File: config.mk
export PLATFORM = sky130hd
export DESIGN_NAME = xoroshiro128ss_axis_flat
export DESIGN_NICKNAME = d
export VERILOG_FILES = /design/src/rtl/xoroshiro128ss_axis_if.sv /design/src/rtl/xoroshiro128ss_axis.sv /design/src/flat_wrapper.sv
export SDC_FILE = /design/constraint.sdc
export NUM_CORES = 1
export LEC_CHECK = 0
export BUFFER_PORTS_ARGS = -buffer_cell sky130_fd_sc_hd__buf_2
export CAP_MARGIN = 10
export CORE_ASPECT_RATIO = 0.5
export CORE_MARGIN = 4
export CORE_UTILIZATION = 30
export DETAILED_ROUTE_END_ITERATION = 10
export GPL_ROUTABILITY_DRIVEN = 0
export PLACE_DENSITY_LB_ADDON = 0.3
export REMOVE_ABC_BUFFERS = 1
export SLEW_MARGIN = 0
export SYNTH_ARGS = -nofsm -noshare
export SYNTH_HDL_FRONTEND = slang
export SYNTH_SLANG_ARGS = --single-unit
export TNS_END_PERCENT = 30
File: constraint.sdc
create_clock -name clk -period 7.4 [get_ports clk]
set_clock_uncertainty 0.15 [all_clocks]
set_input_delay 0.74 -clock clk [delete_from_list [all_inputs] [get_ports clk]]
set_output_delay 0.74 -clock clk [all_outputs]
set_load 0.01 [all_outputs]
File: src/rtl/xoroshiro128ss_axis_if.sv
`default_nettype none
// ============================================================================
// Module      : xoroshiro128ss_axis_if
// Description : AXI4-Stream bundle carried by the multi-lane xoroshiro128**
//               payload source. tdata holds NUM_LANES 64-bit words.
// Revision    : 1.0 - initial release
// ============================================================================
interface xoroshiro128ss_axis_if #(
    parameter int NUM_LANES = 1
);
    logic [64*NUM_LANES-1:0] tdata;
    logic                    tvalid;
    logic                    tready;
    logic                    tlast;

    modport master (output tdata, output tvalid, output tlast, input tready);
    modport slave  (input tdata, input tvalid, input tlast, output tready);
endinterface
`default_nettype wire

File: src/rtl/xoroshiro128ss_axis.sv
`default_nettype none
// ============================================================================
// Module      : xoroshiro128ss_axis
// Description : NUM_LANES independent xoroshiro128** generators packed into
//               one AXI4-Stream master beat, with backpressure, run-time
//               reseeding, an enable gate and optional TLAST framing.
// Revision    : 1.0 - initial release
// ============================================================================
module xoroshiro128ss_axis #(
    parameter int          NUM_LANES = 1,
    parameter logic [63:0] SEED0     = 64'd1,
    parameter logic [63:0] SEED1     = 64'd2,
    parameter int          PKT_LEN   = 0
) (
    input  wire logic             clk,
    input  wire logic             rst,
    input  wire logic             enable,
    input  wire logic             seed_valid,
    input  wire logic [127:0]     seed_data,
    xoroshiro128ss_axis_if.master m_axis
);

    // Per-lane decorrelation steps applied to the base seed pair
    localparam logic [63:0] c_lane_step0 = 64'h9E3779B97F4A7C15;
    localparam logic [63:0] c_lane_step1 = 64'hBF58476D1CE4E5B9;
    // Counter value of the last beat of a packet (unused when unframed)
    localparam logic [15:0] c_last_cnt   = 16'(PKT_LEN - 1);
    localparam logic        c_framed     = (PKT_LEN != 0);

    function automatic logic [63:0] rotl64(input logic [63:0] x, input int k);
        return (x << k) | (x >> (64 - k));
    endfunction

    // Scrambled output: rotl(s0*5, 7) * 9
    function automatic logic [63:0] gen_out(input logic [63:0] s0);
        logic [63:0] w_p;
        w_p = s0 * 64'd5;
        w_p = rotl64(w_p, 7);
        return w_p * 64'd9;
    endfunction

    // Returns {s1', s0'}
    function automatic logic [127:0] gen_next(input logic [63:0] s0,
                                              input logic [63:0] s1);
        logic [63:0] w_t;
        w_t = s0 ^ s1;
        return {rotl64(w_t, 37), rotl64(s0, 24) ^ w_t ^ (w_t << 16)};
    endfunction

    // Returns {s1, s0} for a lane; an all-zero state would lock up, so s1 is forced to 1
    function automatic logic [127:0] lane_seed(input logic [63:0] b0,
                                               input logic [63:0] b1,
                                               input int          lane);
        logic [63:0] w_s0;
        logic [63:0] w_s1;
        w_s0 = b0 ^ (64'(lane) * c_lane_step0);
        w_s1 = b1 ^ (64'(lane) * c_lane_step1);
        if (w_s0 == 64'd0 && w_s1 == 64'd0) begin
            w_s1 = 64'd1;
        end
        return {w_s1, w_s0};
    endfunction

    logic                    r_tvalid;
    logic [15:0]             r_cnt;
    logic [64*NUM_LANES-1:0] w_tdata;
    logic                    w_load;
    logic                    w_hs;
    logic                    w_tlast;

    // A new beat may be loaded when the register is empty or being drained
    assign w_load  = enable && (!r_tvalid || m_axis.tready);
    assign w_hs    = r_tvalid && m_axis.tready;
    assign w_tlast = c_framed && (r_cnt == c_last_cnt);

    generate
        for (genvar gi = 0; gi < NUM_LANES; gi++) begin : g_lane
            logic [63:0]  r_s0;
            logic [63:0]  r_s1;
            logic [63:0]  r_word;
            logic [127:0] w_rst_seed;
            logic [127:0] w_new_seed;
            logic [127:0] w_next;

            assign w_rst_seed = lane_seed(SEED0, SEED1, gi);
            assign w_new_seed = lane_seed(seed_data[63:0], seed_data[127:64], gi);
            assign w_next     = gen_next(r_s0, r_s1);

            // Generator state: reset seed, then reseed, then advance on load
            always_ff @(posedge clk) begin
                if (rst) begin
                    {r_s1, r_s0} <= w_rst_seed;
                end else if (seed_valid) begin
                    {r_s1, r_s0} <= w_new_seed;
                end else if (w_load) begin
                    {r_s1, r_s0} <= w_next;
                end
            end

            // Output word captures the pre-advance state, frozen otherwise
            always_ff @(posedge clk) begin
                if (rst) begin
                    r_word <= '0;
                end else if (w_load) begin
                    r_word <= gen_out(r_s0);
                end
            end

            assign w_tdata[64*gi +: 64] = r_word;
        end
    endgenerate

    // Valid: set on load, cleared only when a beat drains while disabled
    always_ff @(posedge clk) begin
        if (rst) begin
            r_tvalid <= 1'b0;
        end else if (w_load) begin
            r_tvalid <= 1'b1;
        end else if (w_hs && !enable) begin
            r_tvalid <= 1'b0;
        end
    end

    // Beat counter: wraps after the tlast beat, free-runs when unframed
    always_ff @(posedge clk) begin
        if (rst) begin
            r_cnt <= 16'd0;
        end else if (w_hs) begin
            if (w_tlast) begin
                r_cnt <= 16'd0;
            end else begin
                r_cnt <= r_cnt + 16'd1;
            end
        end
    end

    assign m_axis.tdata  = w_tdata;
    assign m_axis.tvalid = r_tvalid;
    assign m_axis.tlast  = w_tlast;

endmodule
`default_nettype wire

File: src/flat_wrapper.sv
// flat-port wrapper written by rule: the top's interface ports become plain ports
module xoroshiro128ss_axis_flat 
#(
    parameter int          NUM_LANES = 1,
    parameter logic [63:0] SEED0     = 64'd1,
    parameter logic [63:0] SEED1     = 64'd2,
    parameter int          PKT_LEN   = 0
)
  (clk, rst, enable, seed_valid, seed_data, m_axis_tdata, m_axis_tvalid, m_axis_tlast, m_axis_tready);
  xoroshiro128ss_axis_if #(.NUM_LANES(NUM_LANES)) m_axis_i ();
  input  wire logic clk;
  input  wire logic rst;
  input  wire logic enable;
  input  wire logic seed_valid;
  input  wire logic [127:0] seed_data;
  output wire logic [$bits(m_axis_i.tdata)-1:0] m_axis_tdata;
  output wire logic [$bits(m_axis_i.tvalid)-1:0] m_axis_tvalid;
  output wire logic [$bits(m_axis_i.tlast)-1:0] m_axis_tlast;
  input wire logic [$bits(m_axis_i.tready)-1:0] m_axis_tready;
  assign m_axis_tdata = m_axis_i.tdata;
  assign m_axis_tvalid = m_axis_i.tvalid;
  assign m_axis_tlast = m_axis_i.tlast;
  assign m_axis_i.tready = m_axis_tready;
  xoroshiro128ss_axis #(.NUM_LANES(NUM_LANES), .SEED0(SEED0), .SEED1(SEED1), .PKT_LEN(PKT_LEN)) u_core (.clk(clk), .rst(rst), .enable(enable), .seed_valid(seed_valid), .seed_data(seed_data), .m_axis(m_axis_i));
endmodule
==> flow_summary_export.csv, run 1 <==
group,metric,value,unit
timing,slew_headroom,29.8,%
clock_tree,cts_sinks,193,
clock_tree,cts_max_level,4,
floorplanning,num_rows,63,
drt,routed_wl,66500,um
yosys,syn_inst,2393,
place,place_inst,3308,
drt,drc_errors,0,
floorplanning,core_area,0.0594,mm2
drt,first_pass_iters,5,
clock_tree,root_buffer,"clkbuf_16",
global_route,overflow,0,
layout,fin_cells,3339,
critical_path,cp-end-kind,"flip-flop",
global_route,antenna_found_initial,4,
timing,fin_crit,6.97,ns
yosys,avgSynthCellArea,7.54,um2
yosys,yosysTopAreaCell,"dfxtp_1",
yosys,synth-seq-cells,193,
yosys,synth-compound-area-share,23.4,%
timing,worst_pin_slew,1.05,ns
timing,rsz0062_at_grt,"false",
floorplanning,start_util,30.4,%
power_and_ir_drop,power_density,242,mW/mm2
timing,fmax,143,MHz
floorplanning,io_pins,199,
critical_path,crit_required,7.62,ns
drt,wl_per_cell,19.9,um
clock_tree,cts_tree,"built",
drt,drt_iter0_drc,1396,
yosys,synth-async-reset-ratio,0,%
yosys,synth_edf_count,0,
clock_tree,clock_latency,0.49,ns
layout,layout-drive-gt1-share,11.7,%
global_route,grt_usage,20.1,%
layout,nets,2890,
timing,fin_crit_sh,94.2,%
yosys,netlist_area,0.0180,mm2
power_and_ir_drop,cellLeakagePower,9.44,nW
critical_path,critPathLaunchType,"flip-flop",
hold_path,hp-class,"flip-flop to flip-flop",
job,maxCapViolCount,0,
timing,setup_viol,0,
floorplanning,die_w,355,um
timing,slew_viol_final,0,
clock_tree,clockBufferDepth,2,
place,dpl.hpwl,53900,um
yosys,synth_top_family_by_area,"compound AO/OA/AOI/OAI gates",
critical_path,cp.arrival,7.19,ns
yosys,yosys-top-cells-area,"dfxtp_1, ha_1, a21oi_1",
drt,ant_nets,0,
drt,vias,17900,
global_route,grt_pass1_vias,16700,
yosys,synth_flop_cell,"dfxtp_1",
place,portBuffers,197,
clock_tree,clk_pin_slew,0.08,ns
timing,fin_hold_ws,0.298,ns
yosys,synth-simple-area-share,19.2,%
floorplanning,die_area,0.0644,mm2
layout,area_delta_synth_final,13.7,%
yosys,synth_top_area_share,21.4,%
global_route,grt_pass1_wl,101000,um
yosys,yosysUniqueCellTypes,74,
layout,antenna_cells,0,
clock_tree,hold_buffers,0,
timing,hold_viol,0,
clock_tree,cts_buffers,17,
global_route,grt_max_degree,104,
critical_path,crit_path_max_fanout,6,
place,place_area,0.0198,mm2
yosys,synthAdderAreaFrac,16.9,%
power_and_ir_drop,ir_drop,0.131,mV
yosys,synth_seq_area_share,21.4,%
outcome,outcome,"complete, no violations",
yosys,ys_warn_count,0,
critical_path,path_class,"flip-flop to flip-flop",
power_and_ir_drop,p_total,4.96,mW
drt,viasPerCell,5.37,
timing,totalNegativeSetupSlack,0,ns
yosys,yosys-mux-area-fraction,0,%
floorplanning,die-height,181,um
layout,fin_area,0.0205,mm2
yosys,synth_xor_area_share,15.7,%
-- critical path: stages, from the launching register on --
cell	delay, ns
dfxtp_1	0.47
ha_1	0.29
ha_1	0.21
fa_1	0.46
a21o_1	0.22
a31oi_1	0.21
o21ai_2	0.13
a31o_2	0.31
a31oi_2	0.36
o2111ai_2	0.16
and3_4	0.22
a21oi_1	0.21
o21ai_0	0.15
xnor2_1	0.30
ha_1	0.30
ha_1	0.38
nand4b_1	0.20
a21oi_1	0.24
o211ai_1	0.15
a21boi_0	0.29
a21oi_1	0.18
o311ai_0	0.52
nand2_1	0.18
o21ai_0	0.26
xor2_1	0.11
a21o_1	0.18
-- cell families after synthesis --
| group | after synthesis |
|---|---|
| AO/OA/AOI/OAI | 705 |
| XOR/XNOR | 322 |
| adder cells (fa/ha/maj) | 242 |
| buffers and inverters | 159 |
| flip-flops | 193 |
| other | 1 |
| AND/OR/NAND/NOR | 771 |
-- Yosys cell counts (all sizes together) (12+ instances only) --
| cell type | number |
|---|---|
| nor3 | 21 |
| a31oi | 14 |
| or3 | 37 |
| a211oi | 60 |
| a21oi | 356 |
| nor2 | 285 |
| and3 | 12 |
| inv | 27 |
| xnor2 | 182 |
| ha | 240 |
| nand2 | 254 |
| o21ai | 109 |
| nor2b | 13 |
| o21bai | 19 |
| nand4 | 43 |
| xor2 | 140 |
| buf | 22 |
| dfxtp | 193 |
| clkbuf | 110 |
| nor4 | 39 |
| nand3 | 35 |
| a21o | 74 |
-- state kept, by name, indices dropped and copies added (netlist names) --
name                  flops
u_core.m_axis.tvalid      1
u_core.g_lane.r_s0       64
u_core.m_axis.tdata      64
u_core.g_lane.r_s1       64
-- cell usage in the layout, fill, tap and decap left out, drive strengths merged, types with 39 or more instances in the layout --
cell and n:
a21oi 356, nor2 285, nand2 254, ha 240, buf 235, dfxtp 193
xnor2 182, xor2 140, o21ai 109, a21o 74, a211oi 60, nand4 43
nor4 39
-- layout make-up --
type | count | area [um2]
clock buffers | 19 | 453
clock inverters | 12 | 195
fillers | 6344 | 38800
inverters | 27 | 101
multi-input cells | 2041 | 13600
flip-flops and latches | 193 | 3860
well taps | 812 | 1020
repair buffers | 235 | 1280
-- path summary, 6_finish.rpt --
| kind | slack (ns) | end | startpoint | cells past startpoint |
|---|---|---|---|---|
| worst max-delay path | 0.43 | u_core.m_axis.tdata[51] | u_core.g_lane[0].r_s0[3] | 25 |
| worst min-delay path | 0.30 | u_core.m_axis.tdata[41] | u_core.m_axis.tdata[41] | 2 |
| worst max register to register | 0.43 | u_core.m_axis.tdata[51] | u_core.g_lane[0].r_s0[3] | 25 |
| worst min register to register | 0.30 | u_core.m_axis.tdata[41] | u_core.m_axis.tdata[41] | 2 |
-- per-layer routing --
metal | wire length, um | track usage (%) | part of all wire, %
met5 | 29 | 0 | 0.044
met4 | 2720 | 8.25 | 4.1
met1 | 29500 | 26.4 | 44
met2 | 30500 | 33.1 | 46
met3 | 3680 | 3.27 | 5.5
-- power breakdown --
| part | internal, mW | total (mW) | switching [mW] |
|---|---|---|---|
| clock | 0.592 | 1.07 | 0.481 |
| sequential | 1.18 | 1.34 | 0.159 |
| combinational | 1.01 | 2.54 | 1.53 |
| total | 2.79 | 4.96 | 2.17 |
-- stage by stage --
stage                     worst slack, ns  utilization [%]
after global routing               0.0867             34.6
after CTS                           0.154             34.5
after global placement              0.361             33.4
after floorplan                     0.923                -
final                               0.431             34.6
after detailed placement            0.213             33.4
-- what timing repair did --
action                     4_1_cts  5_1_grt
resized for setup                0        9
buffers inserted                 0        0
setup endpoints to repair        0       14
Note: power is estimated with default switching activity, not from simulation.
==> run 2, diff against run 1 <==
CELL_PAD_IN_SITES_DETAIL_PLACEMENT = 1   (was unset)
CELL_PAD_IN_SITES_GLOBAL_PLACEMENT = 1   (was unset)
==> run 2 against run 1 <==
  * Cell count rose by 1.3%
  * Sequential power about the same
  * Critical path depth grew 3
  * Setup slack better by 0.079 ns
  * Sequential share of layout area shrank 0.23 points
  * Wire length grew 10%
  * Critical endpoint is now u_core.m_axis.tdata[62]
  * Largest power group unchanged
  * Via count grew 1.2%
==> flow_summary_export.csv, run 2 (synthesis results as in run 1) <==
group,metric,value,unit
timing,fmax,145,MHz
drt,routed_wl,73400,um
power_and_ir_drop,power_density,240,mW/mm2
floorplanning,start_util,30.4,%
place,place_area,0.0202,mm2
critical_path,r2r-start,"u_core.g_lane[0].r_s0[28]",
outcome,outcome,"complete, no violations",
timing,totalNegativeSetupSlack,0,ns
layout,utilization,35.0,%
layout,fin_area,0.0208,mm2
drt,drt_iter0_drc,1150,
layout,area_delta_synth_final,15.2,%
clock_tree,clockBufferDepth,2,
floorplanning,die_area,0.0644,mm2
timing,setup_viol,0,
clock_tree,cts_buffers,17,
timing,fin_hold_ws,0.300,ns
layout,nets,2932,
job,maxCapViolCount,0,
critical_path,r2r_slack,0.51,ns
critical_path,crit_slowest_cell,"dfxtp_1",
drt,ant_nets,0,
timing,fin_crit_sh,93.1,%
drt,vias,18200,
timing,slew_viol_final,0,
place,place_inst,3350,
clock_tree,clk_pin_slew,0.08,ns
power_and_ir_drop,cellLeakagePower,9.63,nW
clock_tree,cts_resized,0,
floorplanning,num_rows,63,
timing,hold_viol,0,
clock_tree,cts_sinks,193,
place,pre_cts_ws,0.181,ns
power_and_ir_drop,ir_drop,0.123,mV
global_route,grt_pass1_vias,18100,
critical_path,cp_slowest_stage_delay,0.62,ns
timing,setup_slack,0.509,ns
drt,viasPerCell,5.37,
clock_tree,post_cts_buffers,0,
clock_tree,cts_tree,"built",
timing,fin_crit,6.89,ns
drt,drc_errors,0,
place,dpl.hpwl,59900,um
global_route,grt_usage,22.4,%
clock_tree,clock_latency,0.49,ns
hold_path,hold_end,"u_core.m_axis.tdata[28]",
global_route,antenna_found_initial,3,
critical_path,cp-end-kind,"flip-flop",
drt,wl_per_cell,21.7,um
layout,final_common_cell,"a21oi_1",
critical_path,crit_required,7.67,ns
drt,first_pass_iters,5,
global_route,overflow,0,
floorplanning,core_area,0.0594,mm2
floorplanning,io_pins,199,
clock_tree,cts_max_level,4,
hold_path,min_from,"u_core.m_axis.tdata[28]",
global_route,grt_max_degree,144,
floorplanning,die_w,355,um
global_route,grt_pass1_wl,112000,um
place,portBuffers,197,
layout,fin_cells,3382,
critical_path,cpMostUsedCell,"a21oi_1",
layout,antenna_cells,0,
critical_path,critPathLaunchType,"flip-flop",
power_and_ir_drop,p_total,4.99,mW
timing,worst_pin_slew,1.03,ns
floorplanning,die-height,181,um
critical_path,path_class,"flip-flop to flip-flop",
critical_path,crit_path_max_fanout,6,
layout,final_cell_mix,"a21oi_1, nor2_1, nand2_1, ha_1, buf_2",
hold_path,hp-class,"flip-flop to flip-flop",
timing,slew_headroom,30.7,%
clock_tree,hold_buffers,0,
clock_tree,root_buffer,"clkbuf_16",
critical_path,ff2ff_path_depth,28,
critical_path,cp.arrival,7.16,ns
hold_path,holdPathStages,2,
layout,layout-drive-gt1-share,13.2,%
critical_path,reg2reg_to,"u_core.m_axis.tdata[62]",
==> run 2: cell types whose count changed in the layout (fill, tap and decap cells not counted), moves of 2 or more <==
cell	previous run	this run
buf_4	38	79
bufinv_16	4	1
clkbuf_8	2	0
clkinv_2	0	3
dfxtp_1	193	191
dfxtp_2	0	2
==> run 2: power breakdown <==
group,total (mW),leakage [nW],switching [mW],internal [mW]
logic,2.68,7.75,1.62,1.06
registers,1.33,1.59,0.150,1.18
clock network,0.982,0.284,0.505,0.477
==> run 2: layout make-up <==
class | count | area, um2
sequential | 193 | 3870
timing repair buffer | 277 | 1610
fill | 7300 | 38600
tap | 812 | 1020
inverter | 27 | 101
clock buffer | 18 | 429
clock inverter | 14 | 146
multi-input combinational | 2041 | 13600
==> run 2: worst max path at each step <==
stage                                    from                 endpoint  depth (start not counted)
CTS                  u_core.g_lane[0].r_s0[3]  u_core.m_axis.tdata[50]                         30
global placement     u_core.g_lane[0].r_s0[3]  u_core.m_axis.tdata[58]                         27
global route        u_core.g_lane[0].r_s0[28]  u_core.m_axis.tdata[52]                         29
finish              u_core.g_lane[0].r_s0[28]  u_core.m_axis.tdata[62]                         28
floorplan            u_core.g_lane[0].r_s0[1]  u_core.m_axis.tdata[62]                         28
detailed placement   u_core.g_lane[0].r_s0[3]  u_core.m_axis.tdata[50]                         30
==> run 2: worst max-delay path, delay by kind of cell, from the launching register on <==
| family | cells | cell delay, ns |
|---|---|---|
| AO/OA/AOI/OAI | 18 | 3.70 |
| XOR/XNOR | 2 | 0.33 |
| adder cells (fa/ha/maj) | 5 | 1.57 |
| buffers and inverters | 1 | 0.19 |
| flip-flops | 1 | 0.62 |
| AND/OR/NAND/NOR | 2 | 0.25 |
==> run 2: metal layers <==
layer / wire length, um / track usage (%)
met2: 32500 / 35.5
met5: 92 / 0.889
met4: 2590 / 8.16
met3: 3590 / 3.92
met1: 34700 / 30.4
==> run 3, diff against run 2 <==
--- a/config.mk
+++ b/config.mk
@@ -7,2 +7,3 @@
 export LEC_CHECK = 0
+export ABC_AREA = 1
 export BUFFER_PORTS_ARGS = -buffer_cell sky130_fd_sc_hd__buf_2
@@ -18,2 +19,3 @@
 export REMOVE_ABC_BUFFERS = 1
+export SKIP_LAST_GASP = 1
 export SLEW_MARGIN = 0
==> constraint.sdc (replaced) <==
create_clock -name clk -period 7.4 [get_ports clk]
set_clock_uncertainty 0.15 [all_clocks]
set_input_delay 1.85 -clock clk [delete_from_list [all_inputs] [get_ports clk]]
set_output_delay 1.85 -clock clk [all_outputs]
set_load 0.01 [all_outputs]
==> run 3 against run 2 <==
  * Clock power grew 5%
  * Register-to-register slack improved by 0.93 ns
  * Synthesized cell count grew 20%
  * Critical path depth fell by 1
  * Synthesized area rose by 7.0%
  * Via count up 12%
  * Design area rose by 4.7%
  * Die area rose by 6.8%
  * Largest power group unchanged
  * Highest routed layer is now met4
==> flow_summary_export.csv, run 3 <==
group,metric,value,unit
outcome,outcome,"complete, no violations",
critical_path,cp.arrival,6.21,ns
job,maxCapViolCount,0,
clock_tree,hold_buffers,0,
place,dpl.hpwl,68700,um
timing,fmax,168,MHz
global_route,grt_max_degree,142,
layout,register_area,0.00386,mm2
yosys,ys_warn_count,0,
drt,vias,20300,
global_route,grt_pass1_vias,20800,
floorplanning,core_area,0.0634,mm2
layout,layout-drive-gt1-share,11.8,%
layout,area_delta_synth_final,12.7,%
yosys,yosysMostFrequentCell,"nand2_1",
critical_path,cp-end-kind,"flip-flop",
critical_path,cpMostUsedCell,"nand2_1",
drt,ant_nets,0,
floorplanning,die_w,367,um
critical_path,cp_slowest_stage_delay,0.65,ns
yosys,synthAdderAreaFrac,15.8,%
clock_tree,cts_sinks,193,
power_and_ir_drop,ir_drop,0.195,mV
timing,setup_viol,0,
timing,setup_slack,1.44,ns
yosys,synth-compound-area-share,19.8,%
layout,antenna_cells,0,
critical_path,critPathLaunchType,"flip-flop",
global_route,antenna_found_initial,0,
floorplanning,die_area,0.0687,mm2
power_and_ir_drop,power_density,313,mW/mm2
yosys,synth-simple-area-share,24.7,%
timing,hold_viol,0,
clock_tree,post_cts_buffers,0,
timing,slew_headroom,30.0,%
timing,fin_crit,5.96,ns
yosys,avgSynthCellArea,6.72,um2
clock_tree,cts_resized,0,
clock_tree,cts_buffers,17,
clock_tree,clock_latency,0.51,ns
layout,nets,3396,
clock_tree,cts_tree,"built",
timing,fin_crit_sh,80.6,%
critical_path,crit_slowest_cell,"dfxtp_1",
yosys,synth_xor_area_share,11.7,%
clock_tree,cts_max_level,4,
critical_path,path_buf_inv,2,
drt,first_pass_iters,5,
layout,fillCellCount,8066,
place,place_area,0.0212,mm2
yosys,synth_flop_cell,"dfxtp_1",
yosys,synth_top_area_share,20.0,%
critical_path,crit_required,7.64,ns
yosys,synth_edf_count,0,
yosys,synth_top_family_by_area,"simple AND/OR/NAND/NOR gates",
hold_path,hp-class,"flip-flop to flip-flop",
drt,routed_wl,83400,um
floorplanning,io_pins,199,
critical_path,crit_path_max_fanout,5,
layout,final_cell_mix,"nand2_1, nor2_1, inv_1, ha_1, a21oi_1",
drt,viasPerCell,5.23,
yosys,synth-async-reset-ratio,0,%
global_route,grt_usage,23.6,%
yosys,netlist_area,0.0193,mm2
yosys,synth_seq_area_share,20.0,%
floorplanning,start_util,30.5,%
timing,slew_viol_final,0,
yosys,yosysUniqueCellTypes,54,
clock_tree,root_buffer,"clkbuf_16",
floorplanning,die-height,187,um
power_and_ir_drop,cellLeakagePower,10.8,nW
clock_tree,clockBufferDepth,2,
drt,wl_per_cell,21.5,um
critical_path,crit_family,"compound AO/OA/AOI/OAI gates",
global_route,grt_pass1_wl,125000,um
layout,final_common_cell,"nand2_1",
yosys,yosys-top-cells-count,"nand2_1, nor2_1, inv_1",
drt,drt_iter0_drc,1228,
global_route,overflow,0,
place,portBuffers,197,
yosys,synth-seq-cells,193,
yosys,yosysTopAreaCell,"dfxtp_1",
place,pre_cts_ws,1.51,ns
yosys,yosys-mux-area-fraction,0,%
floorplanning,num_rows,65,
drt,drc_errors,0,
layout,fin_area,0.0218,mm2
timing,rsz0062_at_grt,"false",
layout,multi_input_area,0.0139,mm2
yosys,yosys-top-cells-area,"dfxtp_1, ha_1, nand2_1",
timing,worst_pin_slew,1.04,ns
critical_path,path_class,"flip-flop to flip-flop",
yosys,syn_inst,2873,
clock_tree,clk_pin_slew,0.08,ns
run 3: cell count changes after synthesis, sizes merged, moves of 48 or more:
cell	delta
a21o	-52
o21ai	+59
a21oi	-130
a211oi	-57
xnor2	-81
nor2	+138
inv	+300
a31oi	+48
nand3	+70
nand2	+282
run 3: area by class of cell:
cell class | instances | area share, %
clock buffer | 18 | 1.97
clock inverter | 14 | 0.822
inverter | 329 | 5.70
multi-input combinational | 2270 | 63.9
sequential | 193 | 17.8
tap | 837 | 4.81
timing repair buffer | 210 | 5.05
run 3: layer usage:
| layer | vias up | wire length [um] | global-route usage (%) | part of all wire [%] |
|---|---|---|---|---|
| met3 | 138 | 3370 | 3.40 | 4.0 |
| li1 | 9922 | - | - | - |
| met4 | 0 | 3100 | 8.75 | 3.7 |
| met2 | 504 | 36900 | 38.1 | 44 |
| met1 | 9699 | 40000 | 32.0 | 48 |
| met5 | - | 0 | 0 | 0 |
run 3: kinds of logic after synthesis:
group	Yosys count
buffers and inverters	410
adders and majority gates	242
other	1
xor gates and xnor gates	258
and+or+nand+nor	1156
AOI/OAI and AO/OA	613
DFF	193
run 3: power by group:
group / switching, mW / total, mW / internal, mW
registers: 0.205 / 1.42 / 1.21
clock network: 0.522 / 1.03 / 0.511
logic: 2.91 / 4.36 / 1.45
total: 3.63 / 6.81 / 3.18
run 3: stage by stage:
| stage | cells | TNS [ns] | power [mW] | util, % | hold slack [ns] |
|---|---|---|---|---|---|
| floorplan | 2792 | -0.719 | 4.17 | - | 0.313 |
| global placement | 3839 | 0 | 5.67 | 33.4 | 0.312 |
| detailed placement | 3839 | 0 | 5.72 | 33.4 | 0.326 |
| CTS | 3871 | 0 | 6.79 | 34.3 | 0.345 |
| global route | 3871 | 0 | 7.35 | 34.3 | 0.386 |
| finish | 3871 | 0 | 6.81 | 34.3 | 0.336 |
run 3: worst paths after layout:
path | start | end | slack (ns) | cells past startpoint
min | u_core.m_axis.tdata[5] | u_core.m_axis.tdata[5] | 0.34 | 2
min reg2reg | u_core.m_axis.tdata[5] | u_core.m_axis.tdata[5] | 0.34 | 2
max reg2reg | u_core.g_lane[0].r_s0[5] | u_core.m_axis.tdata[39] | 1.44 | 27
max | u_core.g_lane[0].r_s0[5] | u_core.m_axis.tdata[39] | 1.44 | 27
run 3: worst register-to-register path, cell delays in order, from the launching register on:
cell	delay, ns
dfxtp_1	0.65
ha_1	0.34
ha_1	0.38
nand3_1	0.10
nand2_1	0.15
nand2_1	0.09
nand2_2	0.12
a21oi_2	0.09
o21ai_2	0.26
nand2_1	0.09
nand2_1	0.19
nand3_1	0.11
nand2_1	0.09
xor2_1	0.64
ha_1	0.37
ha_1	0.37
a21oi_2	0.17
nand2_2	0.10
nand2_1	0.08
nand3_2	0.10
a21oi_2	0.31
inv_2	0.07
a21oi_2	0.28
o21ai_0	0.17
a21oi_1	0.15
o21ai_0	0.13
nand2_1	0.08
inv_1	0.04
